File: config.mk
export PLATFORM = sky130hd
export DESIGN_NAME = ramio_arbiter
export DESIGN_NICKNAME = d
export VERILOG_FILES = /design/src/rtl/ramio_arbiter_pkg.sv /design/src/rtl/rr_picker.sv /design/src/rtl/ramio_arbiter.sv
export SDC_FILE = /design/constraint.sdc
export NUM_CORES = 1
export LEC_CHECK = 0
export BUFFER_PORTS_ARGS = -buffer_cell sky130_fd_sc_hd__clkbuf_2
export CORE_MARGIN = 4
export CORE_UTILIZATION = 46
export CTS_CLUSTER_DIAMETER = 200
export DETAILED_ROUTE_END_ITERATION = 10
export PLACE_DENSITY = 0.87
export SYNTH_ARGS = -nofsm -noshare
export SYNTH_HDL_FRONTEND = slang
export SYNTH_SLANG_ARGS = --single-unit
File: constraint.sdc
create_clock -name clk -period 4.8 [get_ports clk]
set_input_delay 0.24 -clock clk [delete_from_list [all_inputs] [get_ports clk]]
set_output_delay 0.24 -clock clk [all_outputs]
set_load 0.05 [all_outputs]
File: src/rtl/ramio_arbiter_pkg.sv
// ramio_arbiter_pkg: shared types for the RAMIO command-port arbiter.
// Imported by the arbiter top and its helpers.
package ramio_arbiter_pkg;

  typedef enum logic [1:0] {
    IDLE,
    ACTIVE,
    RELEASE
  } state_t;

  typedef struct packed {
    logic [1:0]  write_type;
    logic [2:0]  read_type;
    logic [31:0] address;
    logic [31:0] data_in;
  } ramio_cmd_t;

  localparam int TIMEOUT_BITWIDTH_DEF = 16;
  localparam logic [TIMEOUT_BITWIDTH_DEF-1:0] TIMEOUT_MAX = '1;

endpackage

File: src/rtl/rr_picker.sv
// rr_picker: combinational round-robin selector.
// Takes a one-hot priority pointer; returns a one-hot grant.
module rr_picker #(
  parameter int NUM_REQ = 2
) (
  input  logic [NUM_REQ-1:0] req,
  input  logic [NUM_REQ-1:0] rr_ptr,
  output logic [NUM_REQ-1:0] grant,
  output logic               valid
);

  // Scan upward from the pointer position, wrapping.
  always_comb begin
    grant = '0;
    valid = 1'b0;
    for (int s = 0; s < NUM_REQ; s++) begin
      for (int k = 0; k < NUM_REQ; k++) begin
        if (rr_ptr[s] && !valid && req[(s + k) % NUM_REQ]) begin
          grant[(s + k) % NUM_REQ] = 1'b1;
          valid = 1'b1;
        end
      end
    end
  end

endmodule

File: src/rtl/ramio_arbiter.sv
// ramio_arbiter: round-robin share of one RAMIO command port.
// Grant held for a full transaction, guarded by a watchdog.
module ramio_arbiter
  import ramio_arbiter_pkg::*;
#(
  parameter int NUM_REQ          = 2,
  parameter int TIMEOUT_BITWIDTH = TIMEOUT_BITWIDTH_DEF
) (
  input  logic                    clk,
  input  logic                    rst,
  input  logic [NUM_REQ-1:0]      req_enable,
  input  logic [NUM_REQ*2-1:0]    req_write_type,
  input  logic [NUM_REQ*3-1:0]    req_read_type,
  input  logic [NUM_REQ*32-1:0]   req_address,
  input  logic [NUM_REQ*32-1:0]   req_data_in,
  output logic [31:0]             req_data_out,
  output logic [NUM_REQ-1:0]      req_done,
  output logic [NUM_REQ-1:0]      req_grant,
  output logic                    ramio_enable,
  output logic [1:0]              ramio_write_type,
  output logic [2:0]              ramio_read_type,
  output logic [31:0]             ramio_address,
  output logic [31:0]             ramio_data_in,
  input  logic [31:0]             ramio_data_out,
  input  logic                    ramio_data_out_ready,
  input  logic                    ramio_busy,
  output logic                    timeout_error
);

  state_t                      state, state_n;
  ramio_cmd_t                  cmd_q, sel_cmd;
  logic [NUM_REQ-1:0]          pick, grant_q, done_q, rr_q;
  logic                        pick_v, en_q, terr_q;
  logic [31:0]                 dout_q;
  logic [TIMEOUT_BITWIDTH-1:0] wd, wd_inc;
  logic                        is_read, start;
  logic                        complete, expire;

  rr_picker #(.NUM_REQ(NUM_REQ)) u_pick (
    .req    (req_enable),
    .rr_ptr (rr_q),
    .grant  (pick),
    .valid  (pick_v)
  );

  always_comb begin
    sel_cmd = '0;
    for (int i = 0; i < NUM_REQ; i++) begin
      if (pick[i]) begin
        sel_cmd.write_type = req_write_type[i*2 +: 2];
        sel_cmd.read_type  = req_read_type[i*3 +: 3];
        sel_cmd.address    = req_address[i*32 +: 32];
        sel_cmd.data_in    = req_data_in[i*32 +: 32];
      end
    end
  end

  // wd==0 marks the first ACTIVE cycle, where completion is ignored.
  assign wd_inc   = wd + TIMEOUT_BITWIDTH'(1);
  assign is_read  = (cmd_q.write_type == 2'b00);
  assign start    = (state == IDLE) && !ramio_busy && pick_v;
  assign complete = (state == ACTIVE) && (wd != '0) &&
                    (is_read ? ramio_data_out_ready : !ramio_busy);
  assign expire   = (state == ACTIVE) && !complete && (&wd_inc);

  always_ff @(posedge clk or posedge rst) begin
    if (rst) state <= IDLE;
    else     state <= state_n;
  end

  always_comb begin
    state_n = state;
    unique case (state)
      IDLE:    if (start) state_n = ACTIVE;
      ACTIVE:  if (complete || expire) state_n = RELEASE;
      RELEASE: state_n = IDLE;
      default: state_n = IDLE;
    endcase
  end

  always_ff @(posedge clk or posedge rst) begin
    if (rst) begin
      grant_q <= '0;
      done_q  <= '0;
      rr_q    <= NUM_REQ'(1);
      en_q    <= 1'b0;
      cmd_q   <= '0;
      dout_q  <= '0;
      wd      <= '0;
      terr_q  <= 1'b0;
    end else begin
      done_q <= '0;
      unique case (state)
        IDLE: begin
          if (start) begin
            grant_q <= pick;
            en_q    <= 1'b1;
            cmd_q   <= sel_cmd;
            wd      <= '0;
          end
        end
        ACTIVE: begin
          wd <= wd_inc;
          if (complete || expire) begin
            done_q <= grant_q;
            en_q   <= 1'b0;
          end
          if (complete && is_read) dout_q <= ramio_data_out;
          if (expire) terr_q <= 1'b1;
        end
        RELEASE: begin
          grant_q <= '0;
          rr_q    <= {grant_q[NUM_REQ-2:0], grant_q[NUM_REQ-1]};
        end
        default: ;
      endcase
    end
  end

  assign req_grant        = grant_q;
  assign req_done         = done_q;
  assign req_data_out     = dout_q;
  assign ramio_enable     = en_q;
  assign ramio_write_type = cmd_q.write_type;
  assign ramio_read_type  = cmd_q.read_type;
  assign ramio_address    = cmd_q.address;
  assign ramio_data_in    = cmd_q.data_in;
  assign timeout_error    = terr_q;

endmodule

==> key figures <==
Critical path
  – Critical Path Source: state[0]
  – WP data required: 5140 ps
  – R2R Path Start: state[0]
  – Critical path class: reg -> reg
  – Crit path DAT: 2840 ps
  – CP endpoint kind: flop
  – Critical-path cell list: nor3_1 -> o221a_2 -> buf_4 -> nand3_1 -> nand3_1
  – CP max stage delay: 780 ps
  – Top Family by Delay on Critical Path: compound AO/OA/AOI/OAI gates
  – Critical Path Most Common Cell: nand3_1
  – Worst path bufs/invs: 1
  – Startpoint type of the worst setup path: flop
  – Critical-path top delay cell: o221a_2
  – Max FO, Critical Path: 39

Detailed routing
  – Total routed wirelength: 17100 µm
  – Vias: 5614
  – Drt via density: 5.32
  – First-pass detailed-route iteration total: 5
  – DRT iter0 DRCs: 347
  – Antenna-violating nets left: 0
  – Residual DRC: 0
  – WL/cell: 16.2 µm

Hold path
  – Hold Path Origin: req_address[2]
  – Hold WC Path Type: in -> reg

Layout
  – Antenna Cells: 0
  – Total of fill cells in the finished design: 1002
  – Most frequent cells in the layout: clkbuf_2, nand2_1, nand3_1
  – Layout Area Growth over Synthesis: 37.2%
  – Fin nets: 1053
  – Most common cell after layout, fill and taps aside: clkbuf_2
  – Share of cells above drive strength 1: 41.8%
  – Final instance count without filler cells: 1055

Global routing
  – Global-route wire length before repair: 27200 µm
  – GR Overflow Total: 0
  – Initial antenna violation count: 0
  – GRT Overall Usage: 23.8%
  – Vias in the first global route: 5413
  – Pin count of the biggest net entering global routing: 84

Timing
  – Relative slew slack: 27.3%
  – Setup TNS: 0 ps
  – Period minus WS final: 2500 ps
  – Tcrit/Tclk final: 52.1%
  – Final hold vios: 0
  – Final setup vio count: 0
  – Highest clock rate: 400 MHz
  – Final Skew: 7.29 ps
  – Slew Viols, Final: 0
  – RSZ-0062 raised after global routing: no
  – Least-Margin Pin Slew: 1090 ps

Place
  – Placed wire-length estimate: 12300 µm
  – GPL Wtd Cong: 0.880
  – Port Buf Inserts: 282
  – Placed cells: 1023

Floorplanning
  – Row cnt: 40
  – Die W: 121 µm
  – Die area: 14500 µm²
  – IO Count: 283
  – Initial Utilization: 47.7%
  – Core Box Area: 12200 µm²
  – Die Span Y: 121 µm

Logic synthesis
  – Synth area leader: dfrtp_1
  – Share of flip-flops with an asynchronous set or reset: 100%
  – Top post-synthesis cells by area: dfrtp_1, nand3_1, nand2_1, mux2_2, clkbuf_1
  – Cells after Synth: 609
  – Yosys top cell area share: 54.2%
  – Yosys reg bits: 127
  – Avg Synthesized Cell Area: 9.56 µm²
  – Most used DFF post-synth: dfrtp_1
  – EDFF count, synth: 0
  – Ys Warns: 0
  – Post-synth net total: 788
  – Cell variety after synth: 46
  – Sequential fraction of the synthesis area: 54.6%
  – Post-Syn Area: 5820 µm²

Status
  – Status: finished, final reports clean

CTS
  – Clock Sink Count: 127
  – Setup Fix Bufs, Post-CTS: 0
  – CTS tree: done
  – CTS Buf Count: 17
  – Cts hold-fix bufs: 0
  – Post-CTS sizing: 0
  – Clock root buffer: clkbuf_16
  – H-Tree Depth: 4
  – Clk_lat worst skew: 410 ps
  – CTS max path bufs: 2
  – Clock slew at reported path FFs: 60 ps

Job
  – Max_cap viols: 0

Pwr
  – Power Density: 324 nW/µm²
  – Maximum VDD drop: 0.183 mV
  – Pleak: 4.38 nW
metal layers:
metal | share of wire (%) | up-vias | global-route usage (%)
li1 | - | 2655 | -
met1 | 38 | 2649 | 28.5
met2 | 51 | 271 | 40.1
met3 | 8.5 | 39 | 7.30
met4 | 2.5 | 0 | 9.49
met5 | 0 | - | 0
worst register-to-register path: stages (launching register included):
cell and delay, ps:
dfrtp_1 410, nor3_1 450, o221a_2 780, buf_4 520
nand3_1 160, nand3_1 110
flip-flops by register name, summed over array words and instances, names as in the netlist, 2 cells and up:
register          count
ramio_read_type       3
ramio_write_type      2
ramio_data_in        32
req_data_out         32
rr_q                  2
wd                   16
req_grant             2
state                 2
req_done              2
ramio_address        32
power breakdown:
part	internal, W	switching [W]
Combinational	0.0000522	0.0000433
Clock	0.000951	0.000474
Sequential	0.00107	0
logic make-up (layout without fill, tap and decap cells):
group / count (synthesis) / in the layout / share of synthesized area [%]
AO/OA/AOI/OAI: 55 / 55 / 6.40
multiplexers: 35 / 35 / 6.75
adder cells (fa/ha/maj): 3 / 3 / 0.645
flip-flops: 127 / 127 / 54.6
XOR/XNOR: 7 / 7 / 1.05
AND/OR/NAND/NOR: 331 / 331 / 26.5
buffers and inverters: 51 / 329 / 4.00
path summary, 6_finish.rpt:
path | end | slack [ps] | cells after the start
worst max-delay path | ramio_address[21] | 2300 | 5
worst min-delay path | ramio_address[2] | 30 | 3
worst max register to register | ramio_address[21] | 2300 | 5
worst min register to register | timeout_error | 480 | 1
max in group asynchronous | ramio_address[28] | 3560 | 3
min in group asynchronous | ramio_data_in[4] | 50 | 2
cell type report:
class / count / area, µm² / share of cell area, %
Sequential cell: 127 / 3180 / 39.8
Clock inverter: 13 / 210 / 2.63
Clock buffer: 19 / 453 / 5.67
Multi-Input combinational cell: 431 / 2440 / 30.5
Tap cell: 168 / 210 / 2.63
Timing Repair Buffer: 289 / 1460 / 18.3
Inverter: 8 / 32.5 / 0.407
through the flow:
stage	utilization (%)	hold slack (ps)	setup WS (ps)	power (W)	instance area (µm²)
final	65.4	26.8	2300	0.00259	7990
after detailed placement	60.0	444	2310	0.00119	7330
after global routing	65.4	19.2	2030	0.00268	7990
after floorplan	-	356	1180	0.00111	5820
after CTS	65.4	9.76	2280	0.00262	7990
after global placement	60.0	439	2370	0.00119	7330
synthesized netlist by cell type (3+ instances only):
master	instances
o31ai_1	5
mux2_2	34
nor2_1	29
nor4_1	5
nand3_1	134
nor3_1	3
nor2b_1	3
inv_1	8
a221oi_1	8
clkbuf_1	32
nand2_1	135
nor4_2	3
o21ai_0	22
nand4_1	6
dfrtp_1	126
buf_6	4
xnor2_1	4
xor2_1	3
a21oi_1	6
ha_1	3
buf_2	6
(Power assumes the default switching activity.)
